<file path="src/rtl/i_buf_ds_ctrl.sv">
// Enable sequencer and output conditioner for one differential input buffer.
// It powers the buffer up, waits out the settle time, then synchronizes, deglitches and watches for loss of signal.
module i_buf_ds_ctrl #(
    parameter int SETTLE_CYCLES = 16,
    parameter int FILTER_CYCLES = 3,
    parameter int SYNC_STAGES   = 2,
    parameter int LOS_CYCLES    = 1024
) (
    input  logic       CLK,
    input  logic       RST,
    input  logic       ENABLE_REQ,
    input  logic       BUF_O,
    output logic       BUF_EN,
    output logic       DATA_OUT,
    output logic       VALID,
    output logic       LOS,
    output logic [1:0] dbg_state
);

    localparam int SET_W = $clog2(SETTLE_CYCLES + 1);
    localparam int FLT_W = $clog2(FILTER_CYCLES + 1);
    localparam int LOS_W = (LOS_CYCLES > 0) ? $clog2(LOS_CYCLES + 1) : 1;

    localparam logic [SET_W-1:0] SETTLE_LAST = SET_W'(SETTLE_CYCLES - 1);
    localparam logic [FLT_W-1:0] FILT_LAST   = FLT_W'(FILTER_CYCLES - 1);
    localparam logic [LOS_W-1:0] LOS_LAST    = LOS_W'((LOS_CYCLES > 0) ? LOS_CYCLES - 1 : 0);
    localparam logic [LOS_W-1:0] LOS_MAX     = LOS_W'(LOS_CYCLES);

    typedef enum logic [1:0] {
        OFF    = 2'd0,
        SETTLE = 2'd1,
        ACTIVE = 2'd2
    } state_t;

    state_t             state;
    logic [SYNC_STAGES-1:0] sync_q;
    logic [SET_W-1:0]   settle_cnt;
    logic [FLT_W-1:0]   filter_cnt;
    logic [LOS_W-1:0]   los_cnt;
    logic               s;
    logic               data_update;

    initial begin
        if (SETTLE_CYCLES < 1 || FILTER_CYCLES < 1 || SYNC_STAGES < 2 || SYNC_STAGES > 4)
            $fatal(1, "%m: illegal parameter set");
    end

    assign s           = sync_q[SYNC_STAGES-1];
    assign data_update = (s != DATA_OUT) && (filter_cnt == FILT_LAST);
    assign dbg_state   = state;

    // The synchronizer runs regardless of state so S is already clean when settle completes.
    always_ff @(posedge CLK or negedge RST) begin
        if (!RST) sync_q <= '0;
        else      sync_q <= {sync_q[SYNC_STAGES-2:0], BUF_O};
    end

    // VALID is a level qualifier, not a handshake: DATA_OUT is usable on every cycle VALID is high
    // and there is no back-pressure.
    always_ff @(posedge CLK or negedge RST) begin
        if (!RST) begin
            state      <= OFF;
            BUF_EN     <= 1'b0;
            DATA_OUT   <= 1'b0;
            VALID      <= 1'b0;
            LOS        <= 1'b0;
            settle_cnt <= '0;
            filter_cnt <= '0;
            los_cnt    <= '0;
        end else if (state != OFF && !ENABLE_REQ) begin
            // Dropping the request beats settle completion, filter updates and LOS.
            state      <= OFF;
            BUF_EN     <= 1'b0;
            DATA_OUT   <= 1'b0;
            VALID      <= 1'b0;
            LOS        <= 1'b0;
            settle_cnt <= '0;
            filter_cnt <= '0;
            los_cnt    <= '0;
        end else begin
            case (state)
                OFF: begin
                    BUF_EN <= 1'b0;
                    if (ENABLE_REQ) begin
                        state      <= SETTLE;
                        BUF_EN     <= 1'b1;
                        settle_cnt <= '0;
                    end
                end
                SETTLE: begin
                    if (settle_cnt == SETTLE_LAST) begin
                        state      <= ACTIVE;
                        VALID      <= 1'b1;
                        DATA_OUT   <= s;
                        filter_cnt <= '0;
                        los_cnt    <= '0;
                        LOS        <= 1'b0;
                    end else begin
                        settle_cnt <= settle_cnt + 1'b1;
                    end
                end
                ACTIVE: begin
                    if (data_update) begin
                        DATA_OUT   <= s;
                        filter_cnt <= '0;
                        los_cnt    <= '0;
                        LOS        <= 1'b0;
                    end else begin
                        if (s != DATA_OUT) filter_cnt <= filter_cnt + 1'b1;
                        else               filter_cnt <= '0;
                        if (LOS_CYCLES > 0) begin
                            if (los_cnt != LOS_MAX) los_cnt <= los_cnt + 1'b1;
                            if (los_cnt == LOS_LAST) LOS <= 1'b1;
                        end
                    end
                end
                default: state <= OFF;
            endcase
        end
    end

endmodule

</file>
<file path="config.mk">
export PLATFORM = sky130hd
export DESIGN_NAME = i_buf_ds_ctrl
export DESIGN_NICKNAME = d
export VERILOG_FILES = /design/src/rtl/i_buf_ds_ctrl.sv
export SDC_FILE = /design/constraint.sdc
export NUM_CORES = 1
export LEC_CHECK = 0
export ABC_CLOCK_PERIOD_IN_PS = 2710
export CAP_MARGIN = 30
export CELL_PAD_IN_SITES_DETAIL_PLACEMENT = 1
export CELL_PAD_IN_SITES_GLOBAL_PLACEMENT = 1
export CORE_MARGIN = 3
export CORE_UTILIZATION = 45
export CTS_CLUSTER_DIAMETER = 200
export DETAILED_ROUTE_END_ITERATION = 10
export GPL_TIMING_DRIVEN = 0
export PLACE_DENSITY = 0.79
export SLEW_MARGIN = 30
export SYNTH_ARGS = -nofsm -noshare
export SYNTH_HDL_FRONTEND = slang
export SYNTH_SLANG_ARGS = --single-unit
</file>
<file path="constraint.sdc">
create_clock -name CLK -period 2.71 [get_ports CLK]
set_clock_uncertainty 0.15 [all_clocks]
set_input_delay 0.4065 -clock CLK [delete_from_list [all_inputs] [get_ports CLK]]
set_output_delay 0.4065 -clock CLK [all_outputs]
set_load 0.02 [all_outputs]
</file>
==> flow_summary.toml <==
[sta]
grt_setup_unrepaired = "false"
maxSlewViolCount = 0
final_period_minus_worst_setup_slack_ps = 2390
final.setup.tns_ps = 0
slew-limit-headroom_pct = 57.9
final_min_period_over_clock_period_pct = 88.0
report.final.hold_viol_count = 0
finalSetupViolations = 0
tightestPinTransition_ps = 626
maxClockFrequency_mhz = 419

[detailed_routing]
drtPass1Iterations = 4
postRouteWirelength_microns = 3100
via_per_inst = 5.66
vias = 1132
antenna_violating_nets_post_route = 0
drt_iter0_markers = 50
route.detailed.drc = 0
detail_route.wl_per_cell_microns = 15.5

[cells_and_area]
share_of_final_layout_standard_cells_stronger_than_drive_strength_1_pct = 12.7
final_core_util_pct = 56.0
insertedDiodeCount = 0
area_growth_pct = 14.2
final_nets = 168
final_area_sq_um = 1610
finish.cell_count_without_fillers = 200
num-fill-cells = 330

[logic_synthesis]
synth_flop_cell = "sky130_fd_sc_hd__dfrtp_1"
yosys_warnings = 0
synth.top_cells.by_area = "sky130_fd_sc_hd__dfrtp_1 (46%), sky130_fd_sc_hd__o21ai_0 (5.7%), sky130_fd_sc_hd__ha_1 (4.4%), sky130_fd_sc_hd__nand2_1 (3.7%), sky130_fd_sc_hd__a21oi_1 (3.2%)"
synth_cell_types = 41
synth.most_common_cell = "sky130_fd_sc_hd__dfrtp_1"
async_reset_ff_share_pct = 100
synth-seq-cells = 26
synth_fp_nets = 153
syn_area_per_cell_sq_um = 9.79
share_of_the_yosys_chip_area_belonging_to_registers_pct = 46.1
synth_top_cells_by_count = "sky130_fd_sc_hd__dfrtp_1 (26), sky130_fd_sc_hd__o21ai_0 (16), sky130_fd_sc_hd__nand2_1 (14)"
synth_top_area_share_pct = 46.1
synth_cells = 144
synth.largest_area_cell = "sky130_fd_sc_hd__dfrtp_1"
synth-edff-count = 0
mappedNetlistArea_sq_um = 1410

[placement]
post-dp-hpwl_microns = 2320
gp_routability_congestion = 0.783
place_area_sq_um = 1550
dp_cells = 195
port_buffers = 9

[setup_path]
reg2reg_from = "settle_cnt[0]"
path_class = "reg2reg"
crit_start = "settle_cnt[0]"
timing.critical_path.arrival_ps = 2500
cp_max_fo = 10
reg2reg_setup_slack_ps = 320
critical_path.endpoint_type = "flop"
ff2ff_path_depth = 8
worst-endpoint-required_ps = 2820
cp-start-kind = "flop"

[pwr]
powerDensity_nw_per_um2 = 468
irDropWorstVdd_uv = 240
leakage_nw = 0.661
post-layout-total-power_mw = 0.754

[floorplan]
rows = 19
initial_utilization_pct = 49.0
fp.dieW_microns = 62.0
die_y_microns = 62.0
die_area_sq_um = 3840
core_area_sq_um = 2880
ports_placed_on_the_boundary = 10

[cts]
source_to_sink_clock_delay_at_the_later_pin_of_the_worst_skew_pair_ps = 320
cts-root-to-sink-buffers = 2
cts.htree.levels = 1
clk_pin_slew_ps = 140
cts_setup_buffers = 0
cts_root_buffer = "sky130_fd_sc_hd__clkbuf_4"
cts_num_sinks = 26
cts_inserted_buffers = 3
tritoncts = "built"

[worst_hold_path]
class_of_the_worst_hold_path = "reg2reg"
hp-start = "sync_q[0]"
worst_hold_path.num_cells = 0

[outcome]
outcome = "complete, no violations"

[grt]
vias_in_the_first_global_route = 1153
global_route.overflow_total = 0
grt_antenna_before_repair = 0
grt_start_max_net_pins = 27
track_usage_pct = 18.4
wire_length_of_the_first_global_routing_pass_microns = 5200

[run]
cap_violations = 0
-- state kept, by name, indices dropped and copies added (netlist names) --
name and cells:
los_cnt 11, settle_cnt 5, dbg_state 2, filter_cnt 2
sync_q 2, BUF_EN 1, DATA_OUT 1, LOS 1
VALID 1
-- through the flow --
stage               hold slack, ps  setup slack (ps)
finish                         232               324
global route                   252               175
CTS                            238               293
detailed placement             205               349
global placement               192               438
floorplan                    -39.1               651
-- where the power goes --
part / switching, mW / leakage [nW] / internal (mW)
clock network: 0.117 / 0.0279 / 0.150
logic: 0.0447 / 0.282 / 0.0305
registers: 0.0127 / 0.351 / 0.399
-- per-layer routing --
layer  part of all wire, %  global-route usage (%)
met5                     0                       0
met4                   1.3                    6.97
met2                    48                    31.2
met1                    49                    23.4
met3                   1.7                    2.89
-- worst paths after layout --
path,endpoint
worst max-delay path,los_cnt[7]
worst min register to register,sync_q[1]
worst min-delay path,sync_q[1]
max in group asynchronous,los_cnt[3]
worst max register to register,los_cnt[7]
min in group asynchronous,los_cnt[8]
-- cells in the final DEF, fill, tap and decap left out, types with 2 or more instances in the layout --
cell / n
sky130_fd_sc_hd__mux2_2: 3
sky130_fd_sc_hd__clkbuf_4: 3
sky130_fd_sc_hd__or3_1: 4
sky130_fd_sc_hd__xor2_1: 2
sky130_fd_sc_hd__inv_1: 6
sky130_fd_sc_hd__dfrtp_1: 26
sky130_fd_sc_hd__nand4_1: 2
sky130_fd_sc_hd__a41oi_1: 2
sky130_fd_sc_hd__nor2_1: 10
sky130_fd_sc_hd__a22oi_1: 5
sky130_fd_sc_hd__nand2_1: 14
sky130_fd_sc_hd__buf_2: 3
sky130_fd_sc_hd__nor2b_1: 3
sky130_fd_sc_hd__nand3_1: 6
sky130_fd_sc_hd__o21ai_0: 16
sky130_fd_sc_hd__clkdlybuf4s50_1: 8
sky130_fd_sc_hd__a211oi_1: 2
sky130_fd_sc_hd__o31ai_1: 4
sky130_fd_sc_hd__a21oi_1: 9
sky130_fd_sc_hd__ha_1: 5
-- critical path, stage by stage (launching register included) --
cell                       delay (ps)
sky130_fd_sc_hd__dfrtp_1          470
sky130_fd_sc_hd__ha_1             240
sky130_fd_sc_hd__and3_1           190
sky130_fd_sc_hd__ha_1             180
sky130_fd_sc_hd__buf_6            140
sky130_fd_sc_hd__and3b_1          220
sky130_fd_sc_hd__a211oi_4         400
sky130_fd_sc_hd__nor2_2           180
sky130_fd_sc_hd__a21oi_1          160
-- logic make-up after synthesis --
group,share of synthesized area [%]
simple gates,20.0
compound gates,22.2
flops,46.1
buf+inv,3.64
fa+ha+maj,4.44
mux,2.40
xor+xnor,1.24
-- timing repair --
action,4_1_cts,5_1_grt
gates resized for setup,0,0
hold endpoints to repair,26,0
hold buffers,1,0
-- final cells by class --
type	instances	area, sq um	share of cell area [%]
Timing Repair Buffer	10	95.1	5.91
Multi-Input combinational cell	108	708	44.0
Clock inverter	1	30.0	1.86
Inverter	6	22.5	1.40
Sequential cell	26	651	40.4
Buffer	4	28.8	1.79
Tap cell	42	52.6	3.26
Clock buffer	3	22.5	1.40
(Power assumes the default switching activity.)
